$ cat src/rtl/dz_dtr_ctl.sv
// DZ11 DTR output controller: TCR high-byte request register, 1 ms prescaler and
// a per-line OFF/ON/HOLD machine that enforces a minimum DTR-low hang-up time.
module dz_dtr_ctl #(
  parameter int CLKFRQ    = 20000000,
  parameter int HANGUP_MS = 500
) (
  input  logic       clk,
  input  logic       rst,
  input  logic       clr,
  input  logic       tcrWR,
  input  logic [7:0] tcrDATA,
  output logic [7:0] regDTR,
  output logic [7:0] dzDTR,
  output logic [7:0] dtrHOLD
);

  localparam int P  = CLKFRQ / 1000;
  localparam int PW = (P > 1) ? $clog2(P) : 1;
  localparam logic [PW-1:0] PRE_LAST = PW'(P - 1);
  localparam logic [9:0]    HANG_CNT = 10'(HANGUP_MS);

  typedef enum logic [1:0] {
    ST_OFF  = 2'd0,
    ST_ON   = 2'd1,
    ST_HOLD = 2'd2
  } line_state_e;

  logic [7:0]    reg_q, reg_d;
  logic [PW-1:0] pre_q, pre_d;
  logic          tick;
  line_state_e   state_q [8];
  line_state_e   state_d [8];
  logic [9:0]    cnt_q [8];
  logic [9:0]    cnt_d [8];

  assign tick = (pre_q == PRE_LAST);

  always_comb begin
    reg_d = reg_q;
    pre_d = tick ? '0 : pre_q + PW'(1);
    // clr wins over a simultaneous write; lines then fall into HOLD via reg_q.
    if (clr) begin
      reg_d = '0;
    end else if (tcrWR) begin
      reg_d = tcrDATA;
    end
    for (int n = 0; n < 8; n++) begin
      state_d[n] = state_q[n];
      cnt_d[n]   = cnt_q[n];
      case (state_q[n])
        ST_OFF: begin
          if (reg_q[n]) state_d[n] = ST_ON;
        end
        ST_ON: begin
          if (!reg_q[n]) begin
            state_d[n] = ST_HOLD;
            cnt_d[n]   = HANG_CNT;
          end
        end
        ST_HOLD: begin
          // A reassert during the hold is only honoured once the count expires.
          if (cnt_q[n] == 10'd0) begin
            state_d[n] = reg_q[n] ? ST_ON : ST_OFF;
          end else if (tick) begin
            cnt_d[n] = cnt_q[n] - 10'd1;
          end
        end
        default: begin
          state_d[n] = ST_OFF;
        end
      endcase
    end
  end

  always_ff @(posedge clk) begin
    if (rst) begin
      reg_q <= '0;
      pre_q <= '0;
      for (int n = 0; n < 8; n++) begin
        state_q[n] <= ST_OFF;
        cnt_q[n]   <= '0;
      end
    end else begin
      reg_q <= reg_d;
      pre_q <= pre_d;
      for (int n = 0; n < 8; n++) begin
        state_q[n] <= state_d[n];
        cnt_q[n]   <= cnt_d[n];
      end
    end
  end

  always_comb begin
    for (int n = 0; n < 8; n++) begin
      dzDTR[n]   = (state_q[n] == ST_ON);
      dtrHOLD[n] = (state_q[n] == ST_HOLD);
    end
  end

  assign regDTR = reg_q;

endmodule

$ cat config.mk
export PLATFORM = sky130hd
export DESIGN_NAME = dz_dtr_ctl
export DESIGN_NICKNAME = d
export VERILOG_FILES = /design/src/rtl/dz_dtr_ctl.sv
export SDC_FILE = /design/constraint.sdc
export NUM_CORES = 1
export LEC_CHECK = 0
export ABC_CLOCK_PERIOD_IN_PS = 3250
export CELL_PAD_IN_SITES_DETAIL_PLACEMENT = 0
export CELL_PAD_IN_SITES_GLOBAL_PLACEMENT = 1
export CORE_MARGIN = 1.5
export CORE_UTILIZATION = 35
export CTS_CLUSTER_SIZE = 10
export DETAILED_ROUTE_END_ITERATION = 7
export PLACE_DENSITY_LB_ADDON = 0.1
export SYNTH_ARGS = -nofsm -noshare
export SYNTH_HDL_FRONTEND = slang
export SYNTH_SLANG_ARGS = --single-unit
$ cat constraint.sdc
create_clock -name clk -period 3.25 [get_ports clk]
set_clock_uncertainty 0.2 [all_clocks]
set_input_delay 0.65 -clock clk [delete_from_list [all_inputs] [get_ports clk]]
set_output_delay 0.65 -clock clk [all_outputs]
set_load 0.02 [all_outputs]
==> results.env <==
OUTCOME='finished clean'
CTS.SINK_COUNT=119
CRITICAL_PATH.ENDPOINT_TYPE='primary output'
FIN_HOLD_WS_NS=0.264
TIMING.HOLD.WORST.CLASS='reg2reg'
FINAL-MAX-SLEW-VIOLATION-COUNT=0
SWITCHINGPOWER_mW=0.829
POWER_REPORT.INTERNAL_TOTAL_mW=2.92
PEAKVDDDROP_mV=0.432
DRCVIOLATIONCOUNT=0
SYNTH-MAIN-FF-CELL='sky130_fd_sc_hd__dfxtp_1'
POST_CTS_HOLD_FIX_BUFS=0
CTS_MAX_LEVEL=4
CLK-INSERTION-DELAY-LATE_NS=0.41
DRTITER0DRC=238
ANT_NETS=0
POWER.CLOCK.FRACTION=0.544
POSTROUTEWIRELENGTH_MM=13.6
LEAKAGE_nW=2.46
SYN-INSTANCE-COUNT=684
LAYOUT.CELLS.MOST_COMMON_LIST='sky130_fd_sc_hd__dfxtp_1, sky130_fd_sc_hd__a21oi_1, sky130_fd_sc_hd__nor2_1'
SYNTH.NET_COUNT=705
FINAL_MIN_PERIOD_OVER_CLOCK_PERIOD=0.844
TOP_LEVEL_PORT_COUNT=36
COUNT_OF_FLIP_FLOPS_WITH_A_BUILT_IN_ENABLE_AFTER_SYNTHESIS=0
GP_CONGESTION=0.733
SEQUENTIAL_SHARE_OF_POWER=0.404
SYNTH_SEQ_AREA_SHARE=0.409
YOSYS_WARNINGS=0
DETAILEDPLACE.WORSTSLACK_NS=0.605
CORE_REGION_AREA_MM2=0.0161
YOSYS.CELL_TYPES.COUNT=59
FINALHOLDVIOLATIONS=0
CTSLONGESTPATHBUFFERS=2
MAX-SLEW-MARGIN-REL=0.504
SETUP_VIOL=0
LAYOUTNONFILLERINSTCOUNT=942
SETUP_REPAIR_AFTER_GLOBAL_ROUTING_MISSED_ITS_MARGIN='no'
CRIT_REQUIRED_NS=2.40
NUM_CTS_BUFFERS=17
INITIAL_CORE_UTIL=0.363
CRITPATHLAUNCHTYPE='flip-flop'
ASYNCSETRESETFLOPFRACSYNTH=0
POWER_SWITCHING_SHARE=0.221
DIE_AREA_MM2=0.0174
FLOORPLAN.ROWS=46
WIRE_PER_INST_UM=14.4
GRT_USAGE=0.162
FIN_TNS_SETUP_NS=0
ANTENNA_FOUND_INITIAL=0
FILLCELLCOUNT=1574
GRT_OVERFLOW=0
LARGEST_NET_DEGREE_AT_THE_START_OF_GLOBAL_ROUTING=36
NNETSFINAL=735
POST_CTS.REPAIR.SETUP_BUFFERS=0
MAX_SLEW.WORST_PIN.SLEW_NS=0.736
FIRST_PASS_GRT_WIRE_LENGTH_MM=23.3
AREAGROWTHSYNTHTOFINISH_PCT=19.9
P_PER_AREA_mW_PER_MM2=537
PERIOD_NEEDED_NS=2.74
FINAL_WORST_SETUP_SLACK_NS=0.507
ANTENNA_CELLS_INSERTED=0
SYN_AREA_MM2=0.00582
POST-PLACE-CELLS=911
PORT-BUFFER-COUNT=35
HORIZONTAL_DIE_DIMENSION_UM=132
MAXCAPVIOLCOUNT=0
WORST-SETUP-PATH-TYPE='reg2out'
POST_DRT_VIA_CELL_RATIO=5.38
CLOCK_TREE.ROOT_CELL='sky130_fd_sc_hd__clkbuf_16'
LAYOUT_COMMONEST_CELL='sky130_fd_sc_hd__dfxtp_1'
WORSTPATHMAXFANOUT=11
SYN_AVG_CELL_AREA_UM2=8.51
HPWL_MM=9.04
YS_FF_LATCH=119
MAXCLOCKFREQUENCY_MHz=365
DR.PASS1.ITERS=4
DIE-HEIGHT_UM=132
VIA_COUNT=5070
POSTCTSRESIZEDCELLS=0
POWER.COMBINATIONAL.FRACTION=0.052
GRT_PASS1_VIAS=4846
TRITONCTS_CLOCK_TREE='built'
CRITPATHARRIVALTIME_NS=1.89
POST_ROUTE_CELLS_DRIVE_ABOVE_1_SHARE=0.0937
CTS.CLK_SLEW.WORST_PATHS_NS=0.06
[per-stage QoR]
step / power (mW) / utilization / instance area, µm²
detailed placement: 1.74 / 0.395 / 6350
global placement: 1.74 / 0.395 / 6350
floorplan: 1.68 / - / 5820
finish: 3.75 / 0.435 / 6980
global route: 3.89 / 0.435 / 6980
CTS: 3.80 / 0.435 / 6980
[worst paths after layout]
kind         cells after the start                        from  slack, ns                        to
min                              1         pre_q[0]$_SDFF_PP0_       0.26       pre_q[0]$_SDFF_PP0_
min reg2reg                      1         pre_q[0]$_SDFF_PP0_       0.26       pre_q[0]$_SDFF_PP0_
max reg2reg                      6         pre_q[0]$_SDFF_PP0_       0.62  cnt_q[0][9]$_SDFFE_PP0P_
max                              3  state_q[0][4]$_SDFFE_PP0P_       0.51                dtrHOLD[2]
[layer usage]
layer,vias up,GRT usage,part of all wire
met5,-,0,0
met4,0,0.0642,0.019
met3,14,0.0477,0.042
met2,93,0.251,0.44
met1,2399,0.213,0.50
li1,2564,-,-
[cells by family after synthesis]
| group | count (synthesis) | synth area share |
|---|---|---|
| multiplexers | 10 | 0.0172 |
| adder cells (fa/ha/maj) | 9 | 0.0193 |
| XOR/XNOR | 31 | 0.0466 |
| AND/OR/NAND/NOR | 289 | 0.285 |
| buffers and inverters | 69 | 0.0516 |
| AO/OA/AOI/OAI | 157 | 0.171 |
| flip-flops | 119 | 0.409 |
[Yosys cell counts (all sizes together), types with 9 or more instances]
cell,number,share of area
o21ai,22,0.019
buf,15,0.017
xor2,18,0.027
a311oi,17,0.026
clkbuf,20,0.013
or3,23,0.025
nor2b,13,0.014
nor3,23,0.020
xnor2,13,0.020
nand3,35,0.030
a211oi,11,0.014
nand2,21,0.014
a31oi,12,0.014
inv,34,0.022
mux2i,10,0.017
nand4,16,0.019
nor4,12,0.015
or4,12,0.017
dfxtp,119,0.41
ha,9,0.019
nor2,64,0.041
nand2b,21,0.023
a21oi,68,0.058
[state kept, by name, indices dropped and copies added, names as in the netlist]
name     count
state_q     16
pre_q       15
cnt_q       80
regDTR       8
[power by group through the flow]
| stage | Clock [mW] | Sequential [mW] | Combinational, mW |
|---|---|---|---|
| final | 2.04 | 1.51 | 0.196 |
| after global routing | 2.16 | 1.52 | 0.220 |
| after CTS | 2.09 | 1.51 | 0.198 |
| after detailed placement | 0 | 1.54 | 0.197 |
| after global placement | 0 | 1.54 | 0.197 |
| after floorplan | 0 | 1.54 | 0.136 |
[worst max-delay path, cell delays in order (launching register included)]
cell,delay [ns]
sky130_fd_sc_hd__dfxtp_1,0.31
sky130_fd_sc_hd__nand2b_1,0.19
sky130_fd_sc_hd__inv_1,0.29
sky130_fd_sc_hd__clkdlybuf4s50_1,0.68
[final cells by class]
cell class                      count  area (µm²)  share of cell area
Timing Repair Buffer               46         428              0.0613
Clock buffer                       18         429              0.0615
Tap cell                          216         270              0.0387
Multi-Input combinational cell    496        3140               0.450
Clock inverter                     13         205              0.0294
Inverter                           34         128              0.0183
Sequential cell                   119        2380               0.341
Note: power is estimated with default switching activity, not from simulation.
